--- config.mk ---
export PLATFORM = sky130hd
export DESIGN_NAME = imm_gen_pipe
export DESIGN_NICKNAME = d
export VERILOG_FILES = /design/src/rtl/imm_gen_pipe.sv
export SDC_FILE = /design/constraint.sdc
export NUM_CORES = 1
export LEC_CHECK = 0
export CAP_MARGIN = 20
export CORE_MARGIN = 2
export CORE_UTILIZATION = 54
export DETAILED_ROUTE_END_ITERATION = 7
export PLACE_DENSITY = 0.95
export SLEW_MARGIN = 20
export SYNTH_ARGS = -nofsm -noshare
export SYNTH_HDL_FRONTEND = slang
export SYNTH_SLANG_ARGS = --single-unit
--- constraint.sdc ---
create_clock -name CLK -period 5.01 [get_ports CLK]
set_input_delay 1.002 -clock CLK [delete_from_list [all_inputs] [get_ports CLK]]
set_output_delay 1.002 -clock CLK [all_outputs]
set_load 0.03 [all_outputs]
--- src/rtl/imm_gen_pipe.sv ---
// rtl/imm_gen_pipe.sv - pipelined RISC-V immediate extender with a two-entry skid buffer
// The main register drives the outputs; the skid register absorbs one entry while the consumer stalls.
module imm_gen_pipe #(
    parameter int XLEN  = 32,
    parameter int TAG_W = 8
) (
    input  logic             CLK,
    input  logic             RST,
    input  logic             FLUSH,
    input  logic             IN_VALID,
    output logic             IN_READY,
    input  logic [31:0]      INS,
    input  logic [2:0]       TYPE,
    input  logic [TAG_W-1:0] IN_TAG,
    output logic             OUT_VALID,
    input  logic             OUT_READY,
    output logic [XLEN-1:0]  IMM_EXT,
    output logic [TAG_W-1:0] OUT_TAG,
    output logic             OUT_ERR
);

    localparam logic [2:0] FMT_I = 3'd1;
    localparam logic [2:0] FMT_S = 3'd2;
    localparam logic [2:0] FMT_B = 3'd3;
    localparam logic [2:0] FMT_U = 3'd4;
    localparam logic [2:0] FMT_J = 3'd5;
    localparam logic [2:0] FMT_Z = 3'd6;
    localparam logic [2:0] FMT_X = 3'd7;

    generate
        if (XLEN != 32 && XLEN != 64) begin : g_bad_xlen
            $fatal(1, "imm_gen_pipe: XLEN must be 32 or 64");
        end
    endgenerate

    logic [XLEN-1:0]  w_imm;
    logic             w_err;
    logic             w_in_xfer;
    logic             w_main_free;
    logic             w_unused;

    logic [XLEN-1:0]  r_main_imm;
    logic [TAG_W-1:0] r_main_tag;
    logic             r_main_err;
    logic             r_main_valid;
    logic [XLEN-1:0]  r_skid_imm;
    logic [TAG_W-1:0] r_skid_tag;
    logic             r_skid_err;
    logic             r_skid_valid;

    // The opcode field never contributes to the immediate.
    assign w_unused = &{1'b0, INS[6:0]};

    // Signed casts to XLEN perform the sign extension from each format's top bit.
    always_comb begin
        w_imm = '0;
        case (TYPE)
            FMT_I:   w_imm = XLEN'($signed(INS[31:20]));
            FMT_S:   w_imm = XLEN'($signed({INS[31:25], INS[11:7]}));
            FMT_B:   w_imm = XLEN'($signed({INS[31], INS[7], INS[30:25], INS[11:8], 1'b0}));
            FMT_U:   w_imm = XLEN'($signed({INS[31:12], 12'b0}));
            FMT_J:   w_imm = XLEN'($signed({INS[31], INS[19:12], INS[20], INS[30:21], 1'b0}));
            FMT_Z:   w_imm = XLEN'(INS[19:15]);
            default: w_imm = '0;
        endcase
    end

    assign w_err       = (TYPE == FMT_X);
    assign w_in_xfer   = IN_VALID & ~r_skid_valid;
    assign w_main_free = ~r_main_valid | OUT_READY;

    always_ff @(posedge CLK or posedge RST) begin
        if (RST) begin
            r_main_imm   <= '0;
            r_main_tag   <= '0;
            r_main_err   <= 1'b0;
            r_main_valid <= 1'b0;
            r_skid_imm   <= '0;
            r_skid_tag   <= '0;
            r_skid_err   <= 1'b0;
            r_skid_valid <= 1'b0;
        end else if (FLUSH) begin
            r_main_valid <= 1'b0;
            r_skid_valid <= 1'b0;
        end else if (w_main_free) begin
            if (r_skid_valid) begin
                r_main_imm   <= r_skid_imm;
                r_main_tag   <= r_skid_tag;
                r_main_err   <= r_skid_err;
                r_main_valid <= 1'b1;
                r_skid_valid <= w_in_xfer;
                if (w_in_xfer) begin
                    r_skid_imm <= w_imm;
                    r_skid_tag <= IN_TAG;
                    r_skid_err <= w_err;
                end
            end else if (w_in_xfer) begin
                r_main_imm   <= w_imm;
                r_main_tag   <= IN_TAG;
                r_main_err   <= w_err;
                r_main_valid <= 1'b1;
            end else begin
                r_main_valid <= 1'b0;
            end
        end else if (w_in_xfer) begin
            // Main is full and stalled: park the new entry.
            r_skid_imm   <= w_imm;
            r_skid_tag   <= IN_TAG;
            r_skid_err   <= w_err;
            r_skid_valid <= 1'b1;
        end
    end

    assign IN_READY  = ~r_skid_valid;
    assign OUT_VALID = r_main_valid;
    assign IMM_EXT   = r_main_imm;
    assign OUT_TAG   = r_main_tag;
    assign OUT_ERR   = r_main_err;

endmodule

# After elaboration in Yosys (flattened, before gate mapping)
# Index checks and enable logic that the tools add are counted.
[classes] n_eq_ne=8 muxes=24 bitwise=5 n_reduce_logical=5
[ops] cell="case mux 32 bit (6 select lines)" count=1
[ops] cell="two-way mux 32 bit" count=5
[ops] cell="two-way mux 8 bit" count=5
[ops] cell="two-way mux 1 bit" count=13
[ops] cell="== test 3 bit (second input constant)" count=4
[ops] cell="== test 3 x 2 -> 1 bit (second input constant)" count=2
[ops] cell="nonzero test 2 bit" count=2
[ops] cell="== test 3 x 1 -> 1 bit (second input constant)" count=1
[ops] cell="NOT 1 bit" count=3
[ops] cell="AND reduction 3 bit" count=1
[ops] cell="nonzero test 3 bit" count=1
[ops] cell="!= test 2 x 1 -> 1 bit (second input constant)" count=1
[ops] cell="AND reduction 2 bit" count=1
[ops] cell="bitwise AND 1 bit" count=1
[ops] cell="OR 1 bit" count=1
[word_totals] regBits=84 input_bits=48 output_inout_bits=43

# Longest topological paths before layout
[logic_depth] ltp_word=6 ltp_mapped=7 ltp_nobuf=4

# Worst setup path before layout
# Ideal clock, no wire load.
[synth_timing] path_kind="register -> output" start="reg r_skid_valid" end="out IN_READY" arrival_ps=1100 required_time_ps=4008 setup_slack_ps=2908 stages_incl_launch_ff=4 path_buffers=2 path_cell_list="dfrtp_1 > buf_4 > inv_1 > clkbuf_1"
[synth_via] elab_chain_len=1
[synth_lines] element="start: declaration" line="49" rtl="logic r_skid_valid;"
[synth_lines] element="start signal: assignment" line="91" rtl="r_skid_valid <= w_in_xfer;"
[synth_lines] element="NOT 1 bit" line="114" rtl="assign IN_READY = ~r_skid_valid;"
[synth_lines] element="end: declaration" line="11" rtl="output logic IN_READY,"
# Every way passes these cells.

# Worst setup path in the final report
# Ends and elaborated chain as after synthesis.

==> impl_metrics.prom <==
# TYPE chip_impl_metric gauge
chip_impl_info{name="run_status",value="complete, no violations"} 1
chip_impl_metric{name="drt_iter0_drc",unit=""} 359
chip_impl_metric{name="setup-violations-final",unit=""} 0
chip_impl_metric{name="first_global_vias",unit=""} 3149
chip_impl_metric{name="synthArstFlopShare",unit=""} 1.000
chip_impl_metric{name="synth-seq-cells",unit=""} 84
chip_impl_info{name="synthDominantAreaCellType",value="dfrtp_1"} 1
chip_impl_metric{name="hpwlAfterDp",unit="mm"} 6.309
chip_impl_metric{name="finalNetCount",unit=""} 511
chip_impl_info{name="timing_worst_setup_path_type",value="reg -> out"} 1
chip_impl_metric{name="coreArea",unit="µm²"} 6869
chip_impl_info{name="worst_hold_path.endpoint",value="OUT_TAG[6]"} 1
chip_impl_metric{name="fp.dieArea",unit="µm²"} 7838
chip_impl_metric{name="irDropWorstVdd",unit="mV"} 0.2067
chip_impl_metric{name="groute.usage.overall",unit=""} 0.2577
chip_impl_metric{name="regToRegSetupSlack",unit="ns"} 2.62
chip_impl_metric{name="crit_required",unit="ns"} 4.01
chip_impl_metric{name="share_of_cells_above_drive_strength_1",unit=""} 0.09402
chip_impl_info{name="timing.critical_path.from_type",value="register"} 1
chip_impl_metric{name="dp_slack",unit="ns"} 1.643
chip_impl_info{name="crit-reg2reg-capture",value="IMM_EXT[20]"} 1
chip_impl_metric{name="netlist_instances",unit=""} 398
chip_impl_metric{name="wire_length_of_the_first_global_routing_pass",unit="mm"} 15.26
chip_impl_metric{name="gp_routability_congestion",unit=""} 0.8921
chip_impl_metric{name="core.rowCount",unit=""} 30
chip_impl_metric{name="path_max_fanout",unit=""} 17
chip_impl_info{name="reg2reg_start",value="r_skid_valid"} 1
chip_impl_metric{name="post_drt_wl_per_cell",unit="µm"} 17.01
chip_impl_metric{name="yosys.area.top_type_share",unit=""} 0.5447
chip_impl_metric{name="grt_overflow_total",unit=""} 0
chip_impl_metric{name="die_x",unit="µm"} 88.53
chip_impl_metric{name="clkSlewWorstSetupHoldPaths",unit="ns"} 0.09
chip_impl_metric{name="power_per_cell_area",unit="nW/µm²"} 370.9
chip_impl_metric{name="postSynthNetCount",unit=""} 446
chip_impl_metric{name="ff2ff_path_depth",unit=""} 6
chip_impl_info{name="min-delay-start",value="OUT_TAG[6]"} 1
chip_impl_metric{name="clock_skew",unit="ns"} 0.008198
chip_impl_metric{name="syn_avg_cell_area",unit="µm²"} 9.695
chip_impl_metric{name="dieHeight",unit="µm"} 88.53
chip_impl_metric{name="leakage",unit="µW"} 0.001993
chip_impl_metric{name="layout_setup_ws",unit="ns"} 2.013
chip_impl_metric{name="yosys.cell_types.count",unit=""} 36
chip_impl_metric{name="finalCritPeriodShare",unit=""} 0.5983
chip_impl_metric{name="fin_setup_tns",unit="ns"} 0
chip_impl_metric{name="largest_net_degree_at_the_start_of_global_routing",unit=""} 53
chip_impl_metric{name="route.vias.total",unit=""} 3299
chip_impl_metric{name="dpl_cell_area",unit="µm²"} 4663
chip_impl_info{name="final_cell_mix",value="dfrtp_1 (83), clkdlybuf4s50_1 (83), nand2_1 (76)"} 1
chip_impl_metric{name="worst_slew_pin_slew",unit="ns"} 1.086
chip_impl_metric{name="minimum_clock_period_after_layout",unit="ns"} 2.997
chip_impl_metric{name="non_filler_instance_count_after_layout",unit=""} 564
chip_impl_metric{name="post_synth_instance_area",unit="µm²"} 3859
chip_impl_info{name="biggest_area_contributors_in_the_synthesized_netlist",value="dfrtp_1 (54%), nand2_1 (7.4%), o21ai_0 (4.0%), o21ai_1 (3.5%), nand3_1 (3.4%)"} 1
chip_impl_metric{name="io_buffer_count",unit=""} 83
chip_impl_info{name="endpoint_kind",value="primary output"} 1
chip_impl_info{name="setup_repair_after_global_routing_missed_its_margin",value="false"} 1
chip_impl_metric{name="cts_hold_buffers",unit=""} 0
chip_impl_metric{name="post_drt_via_cell_ratio",unit=""} 5.849
chip_impl_info{name="synthFlopType",value="dfrtp_1"} 1
chip_impl_metric{name="fmaxAchievable",unit="MHz"} 333.6
chip_impl_metric{name="clkLatencyLatePin",unit="ns"} 0.36
chip_impl_info{name="cts.root.buffer_cell",value="clkbuf_8"} 1
chip_impl_metric{name="post_cts_resize_count",unit=""} 0
chip_impl_info{name="tritoncts",value="yes"} 1
chip_impl_metric{name="clkSinkCount",unit=""} 84
chip_impl_metric{name="antenna_found_initial",unit=""} 0
chip_impl_metric{name="maxCapViolations",unit=""} 0
chip_impl_metric{name="min_path_cells",unit=""} 2
chip_impl_metric{name="cts_max_level",unit=""} 3
chip_impl_metric{name="detail_route.drc_violations",unit=""} 0
chip_impl_metric{name="antenna_cells",unit=""} 0
chip_impl_metric{name="ios",unit=""} 91
chip_impl_metric{name="report.final.slew_viol_count",unit=""} 0
chip_impl_metric{name="detail_route.first_pass.iterations",unit=""} 5
chip_impl_metric{name="synth.yosys.seq_area_share",unit=""} 0.5447
chip_impl_metric{name="ant_nets",unit=""} 0
chip_impl_metric{name="area_grow_syn2layout",unit="%"} 26.69
chip_impl_info{name="timing.hold.worst.class",value="reg -> reg"} 1
chip_impl_metric{name="drt-total-wl",unit="mm"} 9.596
chip_impl_metric{name="start_util",unit=""} 0.5617
chip_impl_metric{name="clk_path_buf_depth",unit=""} 2
chip_impl_metric{name="hold_viol",unit=""} 0
chip_impl_metric{name="dp.cells",unit=""} 547
chip_impl_metric{name="postLayoutCellArea",unit="µm²"} 4888
chip_impl_metric{name="cts_buffers",unit=""} 9
chip_impl_metric{name="worst-endpoint-arrival",unit="ns"} 2.00
chip_impl_metric{name="worst_slew_margin_rel",unit=""} 0.2747
chip_impl_metric{name="ys_warn_count",unit=""} 0
chip_impl_metric{name="cts.repair_timing.setup_buffer_count",unit=""} 0
chip_impl_metric{name="synth-edff-count",unit=""} 0
-- worst max-delay path by stage --
stage	startpoint	to	slack, ns	depth (start not counted)
after floorplan	RST	IMM_EXT[0]	1.84	1
after CTS	r_skid_valid	IN_READY	2.04	2
after global placement	OUT_READY	r_skid_imm[3]	1.77	6
final	r_skid_valid	IN_READY	2.01	2
after detailed placement	OUT_READY	r_skid_imm[4]	1.64	5
after global routing	TYPE[1]	IMM_EXT[31]	1.88	5
-- kinds of logic after synthesis --
logic type             count (synthesis)  share of synthesized area
AOI/OAI and AO/OA                    130                     0.2020
DFF                                   84                     0.5447
muxes                                 17                    0.04669
and+or+nand+nor                      130                     0.1556
buffers and inverters                 37                    0.05091
-- power by group --
group | internal (µW) | switching, µW | leakage, µW
combinational | 191 | 263 | 0.000813
sequential | 793 | 64.9 | 0.00108
clock | 238 | 263 | 0.000101
-- final cells by class --
type	instances	area, µm²
multi-input cells	277	1567
fillers	499	1981
clock buffers	9	123.9
clock inverters	7	81.33
repair buffers	88	880.8
inverters	3	12.51
flip-flops and latches	84	2103
well taps	96	120.1
-- critical path, cell delays in order (launching register included) --
cell,delay [ns]
dfrtp_2,0.41
inv_1,0.44
clkdlybuf4s50_1,0.79
-- cells in the mapped netlist, types with 2 or more instances --
master	n
inv_1	3
o21ai_1	27
a21oi_2	7
nor3_1	3
nand3_1	26
nor2b_1	2
nand2_1	76
nand3b_1	2
nor2b_2	3
mux2i_1	9
a211oi_1	8
buf_6	2
mux2_1	3
o211ai_1	17
clkbuf_1	10
a21oi_1	22
buf_1	2
a32o_1	4
nor2_1	10
o21ai_0	31
mux2_2	5
buf_4	7
buf_2	12
a31oi_1	12
dfrtp_1	84
-- metrics by stage --
step                      power [µW]    util  hold WS [ns]
after floorplan                 1128       -        0.4495
after global placement          1298  0.6789        0.4611
after detailed placement        1322  0.6789        0.4705
after CTS                       1817  0.7087        0.4903
after global routing            1900  0.7117        0.5122
final                           1813  0.7117        0.4880
-- routing by layer --
metal  vias up  wire length, µm  track usage
met2       164             4733       0.4026
met1      1573             3913       0.3461
met3        27              646      0.05410
met5         -                0            0
met4         0              303       0.1240
li1       1535                -            -
-- flip-flops by register name, indices dropped and copies added (netlist names) --
| register | cells |
|---|---|
| OUT_VALID | 1 |
| r_skid_imm | 32 |
| r_skid_tag | 8 |
| r_skid_valid | 1 |
| OUT_ERR | 1 |
| OUT_TAG | 8 |
| IMM_EXT | 32 |
| r_skid_err | 1 |
No activity file was read; power rests on OpenSTA's default activity.
